`src/rtl/store_buffer.sv`:
```
// Posted-write buffer between the memory stage and data memory: queues stores,
// gives loads priority, and holds loads that hit a queued store's word.
module store_buffer #(
  parameter int DEPTH = 4
) (
  input  logic        clk,
  input  logic        reset_n,
  input  logic [31:0] cpu_addr,
  input  logic [31:0] cpu_write_data,
  input  logic        cpu_memwrite,
  input  logic        cpu_memread,
  input  logic [3:0]  cpu_sign_mask,
  output logic [31:0] cpu_read_data,
  output logic        cpu_stall,
  output logic [31:0] mem_addr,
  output logic [31:0] mem_write_data,
  output logic [3:0]  mem_sign_mask,
  output logic        mem_memwrite,
  output logic        mem_memread,
  input  logic [31:0] mem_read_data,
  input  logic        mem_clk_stall,
  output logic        drained
);

  localparam int PW = $clog2(DEPTH);
  localparam int CW = $clog2(DEPTH + 1);

  // state   | meaning
  // M_IDLE  | no transaction outstanding
  // ISSUE   | request pulse on mem_memread / mem_memwrite
  // WAIT_HI | waiting for data memory to raise mem_clk_stall
  // WAIT_LO | waiting for mem_clk_stall to fall (transaction complete)
  typedef enum logic [1:0] {M_IDLE, ISSUE, WAIT_HI, WAIT_LO} mstate_t;

  mstate_t state, state_nxt;

  logic [31:0]   fifo_addr [DEPTH];
  logic [31:0]   fifo_data [DEPTH];
  logic [3:0]    fifo_mask [DEPTH];
  logic [PW-1:0] wr_ptr, rd_ptr;
  logic [CW-1:0] count;

  logic op_read, load_done;
  logic hazard, can_dispatch, complete, load_busy;
  logic load_go, pop, push, write_req;

  always_comb begin
    hazard = 1'b0;
    for (int k = 0; k < DEPTH; k++) begin
      if ((CW'(k) < count) &&
          (fifo_addr[rd_ptr + PW'(k)][31:2] == cpu_addr[31:2]))
        hazard = 1'b1;
    end
  end

  // A read that has been issued stays blocked from re-dispatch until its data returns.
  assign load_busy    = op_read & (state != M_IDLE);
  assign complete     = (state == WAIT_LO) & ~mem_clk_stall;
  assign can_dispatch = ~mem_clk_stall & ((state == M_IDLE) | (state == WAIT_LO));
  assign load_go      = can_dispatch & cpu_memread & ~load_done & ~load_busy & ~hazard;
  assign pop          = can_dispatch & ~load_go & (count != '0);
  assign write_req    = cpu_memwrite & ~cpu_memread;
  assign push         = write_req & ((count != CW'(DEPTH)) | pop);
  assign cpu_stall    = (write_req & ~push) | (cpu_memread & ~load_done);
  assign drained      = (count == '0) & (state == M_IDLE);

  always_comb begin
    state_nxt = state;
    unique case (state)
      M_IDLE:  if (load_go | pop) state_nxt = ISSUE;
      ISSUE:   state_nxt = WAIT_HI;
      WAIT_HI: if (mem_clk_stall) state_nxt = WAIT_LO;
      WAIT_LO: if (!mem_clk_stall) state_nxt = (load_go | pop) ? ISSUE : M_IDLE;
      default: state_nxt = M_IDLE;
    endcase
  end

  always_ff @(posedge clk or negedge reset_n) begin
    if (!reset_n) begin
      state          <= M_IDLE;
      op_read        <= 1'b0;
      load_done      <= 1'b0;
      cpu_read_data  <= '0;
      mem_addr       <= '0;
      mem_write_data <= '0;
      mem_sign_mask  <= '0;
      mem_memwrite   <= 1'b0;
      mem_memread    <= 1'b0;
    end else begin
      state        <= state_nxt;
      load_done    <= complete & op_read;
      mem_memread  <= load_go;
      mem_memwrite <= pop;
      if (load_go) begin
        mem_addr       <= cpu_addr;
        mem_write_data <= cpu_write_data;
        mem_sign_mask  <= cpu_sign_mask;
        op_read        <= 1'b1;
      end else if (pop) begin
        mem_addr       <= fifo_addr[rd_ptr];
        mem_write_data <= fifo_data[rd_ptr];
        mem_sign_mask  <= fifo_mask[rd_ptr];
        op_read        <= 1'b0;
      end
      if (complete && op_read)
        cpu_read_data <= mem_read_data;
    end
  end

  always_ff @(posedge clk or negedge reset_n) begin
    if (!reset_n) begin
      wr_ptr <= '0;
      rd_ptr <= '0;
      count  <= '0;
    end else begin
      if (push) wr_ptr <= wr_ptr + PW'(1);
      if (pop)  rd_ptr <= rd_ptr + PW'(1);
      count <= count + CW'(push) - CW'(pop);
    end
  end

  // Entry storage needs no reset: validity is tracked by count and the pointers.
  always_ff @(posedge clk) begin
    if (push) begin
      fifo_addr[wr_ptr] <= cpu_addr;
      fifo_data[wr_ptr] <= cpu_write_data;
      fifo_mask[wr_ptr] <= cpu_sign_mask;
    end
  end

endmodule
```
`config.mk`:
```
export PLATFORM = sky130hd
export DESIGN_NAME = store_buffer
export DESIGN_NICKNAME = d
export VERILOG_FILES = /design/src/rtl/store_buffer.sv
export SDC_FILE = /design/constraint.sdc
export NUM_CORES = 1
export LEC_CHECK = 0
export ABC_AREA = 1
export CAP_MARGIN = 20
export CORE_MARGIN = 8
export CORE_UTILIZATION = 40
export DETAILED_ROUTE_END_ITERATION = 16
export HOLD_SLACK_MARGIN = 0.08
export SYNTH_ARGS = -nofsm -noshare
export SYNTH_HDL_FRONTEND = slang
export SYNTH_SLANG_ARGS = --single-unit
```
`constraint.sdc`:
```
create_clock -name clk -period 15.5 [get_ports clk]
set_clock_uncertainty 0.05 [all_clocks]
set_input_delay 1.55 -clock clk [delete_from_list [all_inputs] [get_ports clk]]
set_output_delay 1.55 -clock clk [all_outputs]
set_load 0.1 [all_outputs]
```
==> metrics, run 1 <==
post-route setup TNS 0 ns; final count of pins violating max slew 0; initial antenna violation count 2; Top Ports 209; Area Growth Syn to Fin 20.25%; Starting Density 40.42%; first-pass GRT wire length 92.30 mm; Setup Buffers After CTS 0; PwrDens 239.3 nW/µm²; data arrival time of the critical path 6.77 ns; Via Count 16159; Detail Route Antenna Nets 0; Worst Hold Path Cells 2; max frequency 0.1195 GHz; Core Util, Final 48.60%; clk slew on worst S/H paths 0.06 ns; CTS tree built; status complete, no violations; Die W 235.2 µm; core area 47550 µm²; register area share after synthesis 57.22%; max_slew headroom 23.80%; starting DRC count in detailed routing 1357; CP max stage delay 1.20 ns; CTS max path bufs 3; vias in the first global route 16065; NumNets Final 2514; overall routing resource usage 20.76%; DR DRC count 0; gr ovfl total 0; Post-CTS Hold Fix Bufs 0; RSZ-0062 raised after global routing no; Layout Cells excl Fill 3048; total CTS buffers 45; hpwl dp 36.77 mm; worst r2r src rd_ptr[0]; filler cell count 4481; leakage power 10.02 nW; Synth Net Count 2351; Yosys cell types 35; diodes inserted 0; startpoint class of the critical path flop; row cnt 80; final setup vio count 0; Synth Cell Area 19220 µm²; clock sink total 385; slowest CP cell clkdlybuf4s50_1; Hold Path End cpu_read_data[2]; Mapped Cells 2234; post-route minimum period 8.369 ns; clk root buf clkbuf_16; worst reg2reg path endpoint fifo_addr[3][7]; WL final 58.43 mm; Worst Hold Launch cpu_read_data[2]; post_cts resized 0; fin crit share 53.99%; measured slew at the worst slew-check pin 1.139 ns; Clock Latency Late Sink 0.59 ns; dpl ws 7.750 ns; chain of cells forming the critical path inv_4, nand2_1, nand2_2, buf_4, nand3_1, nand3_1, nand2_1, nand3_1, nor2_1, nand2_1, nor2_2, nor2_4, nand2_8, nand2_4, nand3_2, o22ai_1, clkdlybuf4s50_1; crit path launch rd_ptr[0]; total power 5.528 mW; CP Capture Type primary output; r2r setup slk 8.27 ns; post-layout worst setup margin 7.131 ns; Req. time, crit path 13.90 ns; syn avg cell area 8.602 µm²; vias per inst 5.302; Die ar. 55310 µm²; critical path type reg -> out; largest net degree at the start of global routing 74; DIE HEIGHT 235.2 µm; GPL Wtd Cong 0.8983; DR pass1 iterations 7; CP Max Fanout 73; I/O Buffers 208; DR WL/cell 19.17 µm; max_cap viols 0; final hold violations 0; hold crit path type reg -> reg; Yosys Warn Count 0; maximum vdd drop 0.1680 mV; share of layout cells above drive strength 1 4.521%; placed cell count 2965; synthesized flop and latch total 385; reg2reg path depth 19; CTS HTree Levels 2
registers in the layout, summed over array words and instances (netlist names):
register	cells
fifo_addr	128
fifo_data	128
cpu_read_data	32
mem_addr	32
mem_write_data	32
fifo_mask	16
mem_sign_mask	4
count	3
rd_ptr	2
state	2
wr_ptr	2
load_done	1
mem_memread	1
mem_memwrite	1
op_read	1
through the flow:
step | hold WS (ns) | cell area [µm²]
floorplan | 0.4229 | 19220
global placement | 0.4118 | 21640
detailed placement | 0.4145 | 21640
CTS | 0.4309 | 23110
global route | 0.4466 | 23110
finish | 0.4259 | 23110
cells by family (layout without fill, tap and decap cells):
logic type | Yosys count | after routing | synth area share (%)
xor gates and xnor gates | 3 | 3 | 0.1368
DFF | 385 | 385 | 57.22
buffers and inverters | 198 | 397 | 4.766
adders and majority gates | 12 | 12 | 0.8204
AOI/OAI and AO/OA | 115 | 115 | 4.499
and+or+nand+nor | 1520 | 1520 | 32.50
muxes | 1 | 1 | 0.05209
where the power goes:
group / internal (mW) / switching [mW] / leakage [nW]
sequential: 1.33 / 0.141 / 3.88
clock: 0.622 / 0.430 / 0.712
combinational: 0.743 / 2.26 / 5.43
total: 2.70 / 2.83 / 10.0
metal layers:
layer  routed length [µm]  global-route usage, %
met4                 1524                  6.711
met5                   27                      0
met3                 3890                  3.874
met2                27620                  34.77
met1                25370                  26.94
cells in the final DEF, fill, tap and decap left out, types with 2 or more instances in the layout:
cell type        instances
a21oi_1                  6
a221oi_1                 7
a22o_1                   7
a22oi_1                 36
buf_4                   13
bufinv_16                3
clkbuf_1                16
clkbuf_16               45
clkbuf_8                 7
clkdlybuf4s50_1        207
clkinv_1                 5
clkinv_2                 5
dfrtp_1                111
edfxtp_1               272
ha_1                    11
inv_1                   85
inv_2                    6
inv_4                    2
nand2_1               1065
nand2_2                  4
nand3_1                386
nand4_1                  4
nor2_1                  51
nor2_4                   5
o211ai_1                27
o211ai_2                10
o21ai_0                  8
o21ai_1                 12
xor2_1                   3
cell type report:
| class | count | area [µm²] | area share, % |
|---|---|---|---|
| timing repair buffer | 221 | 2181 | 9.438 |
| sequential | 385 | 11000 | 47.61 |
| multi-input combinational | 1651 | 7340 | 31.76 |
| inverter | 93 | 354.1 | 1.532 |
| tap | 615 | 769.5 | 3.330 |
| clock inverter | 15 | 180.2 | 0.7797 |
| clock buffer | 68 | 1282 | 5.550 |
cell usage after synthesis:
cell / n / area, µm²
a211oi_1: 1 / 7.510
buf_1: 7 / 26.28
a22o_1: 7 / 61.31
inv_4: 2 / 12.51
or2_2: 1 / 6.260
nand2_8: 1 / 20.02
inv_1: 89 / 334.1
nand2_4: 1 / 11.26
nor2_2: 1 / 6.260
inv_2: 2 / 7.510
a221oi_1: 7 / 61.31
o211ai_1: 27 / 202.7
nor2_1: 55 / 206.5
buf_2: 38 / 190.2
ha_1: 11 / 137.6
nand3_1: 386 / 1932
o21ai_0: 8 / 40.04
dfrtp_1: 113 / 2828
mux2i_1: 1 / 10.01
o211ai_2: 10 / 125.1
nand3_2: 1 / 10.01
buf_6: 7 / 78.83
o22ai_1: 1 / 6.260
xor2_1: 3 / 26.28
nand2_1: 1067 / 4005
clkbuf_1: 35 / 131.4
nand2_2: 2 / 12.51
buf_4: 18 / 135.1
nor2_4: 1 / 11.26
a22oi_1: 36 / 270.3
edfxtp_1: 272 / 8168
o21ai_1: 12 / 60.06
a21oi_1: 6 / 30.03
fa_1: 1 / 20.02
nand4_1: 4 / 25.02
worst max path at each step:
stage	end	cells past startpoint	slack (ns)
3_3_place_gp	cpu_stall	19	7.78
2_1_floorplan	fifo_addr[0][0]	15	9.49
4_1_cts	cpu_stall	19	7.09
3_5_place_dp	cpu_stall	19	7.75
5_1_grt	cpu_stall	19	6.69
6_report	cpu_stall	17	7.13
critical path, delay by kind of cell, from the launching register on:
kind | cells | cell delay (ns)
simple gates | 13 | 2.48
buf+inv | 3 | 2.50
compound gates | 1 | 0.28
flops | 1 | 0.75
No activity file was read; power rests on OpenSTA's default activity.
==> inputs of run 2 (changes only) <==
==> constraint.sdc (replaced) <==
create_clock -name clk -period 7.1 [get_ports clk]
set_clock_uncertainty 0.05 [all_clocks]
set_input_delay 0.71 -clock clk [delete_from_list [all_inputs] [get_ports clk]]
set_output_delay 0.71 -clock clk [all_outputs]
set_load 0.1 [all_outputs]
==> metrics, run 2 (same netlist as run 1, synthesis figures left out) <==
status complete, no violations; max_cap viols 0; Detail Route Antenna Nets 0; Area Growth Syn to Fin 20.69%; CP Capture Type primary output; post_cts resized 0; fin crit share 84.16%; total power 12.02 mW; DR DRC count 0; DR WL/cell 19.11 µm; clk slew on worst S/H paths 0.06 ns; most used cell, CP nand2_1; Sw Pwr 6.134 mW; max_slew headroom 25.28%; overall routing resource usage 20.47%; CP max stage delay 0.85 ns; NumNets Final 2520; hold crit path type in -> async; Layout Cells excl Fill 3051; WL final 58.31 mm; Die W 235.2 µm; final setup vio count 0; initial antenna violation count 0; data arrival time of the critical path 5.22 ns; row cnt 80; chain of cells forming the critical path buf_4, nand2_1, nand2_2, buf_4, nand2_1, nand3_1, nand2_1, nand2_1, nor2_1, nand2_1, nor2_1, nand2_1, nand2_1, nand2_1, nand2_8, nand2_4, nand3_2, o22ai_1, buf_4; Post-CTS Hold Fix Bufs 0; PwrDens 518.5 nW/µm²; RSZ-0062 raised after global routing no; Req. time, crit path 6.34 ns; final hold violations 0; Seq pwr share 26.6%; first-pass GRT wire length 90.29 mm; clk root buf clkbuf_16; leading registers by flop count fifo_addr: 128 flops, fifo_data: 128 flops; vias per inst 5.299; Hold Worst Slack 0.1035 ns; critical path type reg -> out; post-layout worst setup margin 1.124 ns; Top Ports 209; Core Util, Final 48.78%; slowest CP cell dfrtp_4; commonest non-fill, non-tap cell in the layout nand2_1; Starting Density 40.42%; GPL Wtd Cong 0.8776; maximum vdd drop 0.2985 mV; filler cell count 4426; I/O Buffers 208; internal power 5.891 mW; vias in the first global route 15683; CTS HTree Levels 2; Net Sw Frac 51.01%; leakage power 10.06 nW; CTS max path bufs 3; measured slew at the worst slew-check pin 1.117 ns; DIE HEIGHT 235.2 µm; dpl ws 1.283 ns; final count of pins violating max slew 0; starting DRC count in detailed routing 1562; most frequent cells in the layout nand2_1, nand3_1, edfxtp_1, clkdlybuf4s50_1, dfrtp_1; share of layout cells above drive strength 1 4.926%; CTS tree built; placed cell count 2974; diodes inserted 0; max frequency 0.1673 GHz; final instance area 23190 µm²; hpwl dp 38.08 mm; total CTS buffers 42; post-route minimum period 5.976 ns; dpl cell area 21770 µm²; Clock Latency Late Sink 0.58 ns; gr ovfl total 0; Via Count 16168; Die ar. 55310 µm²; DR pass1 iterations 5; CP Max Fanout 75; Setup Buffers After CTS 0; post-route setup TNS 0 ns; core area 47550 µm²; clock sink total 385; largest net degree at the start of global routing 93; startpoint class of the critical path flop; Logic pwr share 54.5%; Clk pwr share 18.9%
[run 2: cell type report]
class                      count  area (µm²)  share of cell area, %
tap                          615       769.5                  3.318
clock buffer                  56        1145                  4.936
multi-input combinational   1651        7340                  31.65
inverter                      93       354.1                  1.527
clock inverter                21       280.3                  1.208
sequential                   385       11000                  47.43
timing repair buffer         230        2303                  9.932
[run 2: power groups by stage]
stage               sequential, mW  combinational [mW]  clock [mW]
global placement              3.23                6.48           0
floorplan                     5.05                3.08           0
global route                  3.25                7.11        2.39
finish                        3.20                6.55        2.27
detailed placement            3.23                6.56           0
CTS                           3.20                6.59        2.31
[run 2: layer usage]
layer  global-route usage (%)  share of wire (%)
met1                    26.57                 43
met2                    34.67                 48
met3                    3.558                6.8
met4                    6.180                2.5
met5                        0                  0
[run 2: worst max-delay path, delay by kind of cell, from the launching register on]
kind / cells / cell delay (ns)
compound gates: 1 / 0.17
buf+inv: 3 / 1.40
flops: 1 / 0.85
simple gates: 15 / 2.09
[run 2: path summary, 6_finish.rpt]
| path | slack [ns] | cells after the start | end | start |
|---|---|---|---|---|
| max | 1.12 | 19 | cpu_stall | rd_ptr[0] |
| min | 0.10 | 1 | mem_addr[21] | reset_n |
| max reg2reg | 1.18 | 19 | fifo_addr[3][5] | rd_ptr[0] |
| min reg2reg | 0.43 | 2 | cpu_read_data[17] | cpu_read_data[17] |
| max in group asynchronous | 5.66 | 2 | rd_ptr[0] | reset_n |
| min in group clk | 0.43 | 2 | cpu_read_data[17] | cpu_read_data[17] |
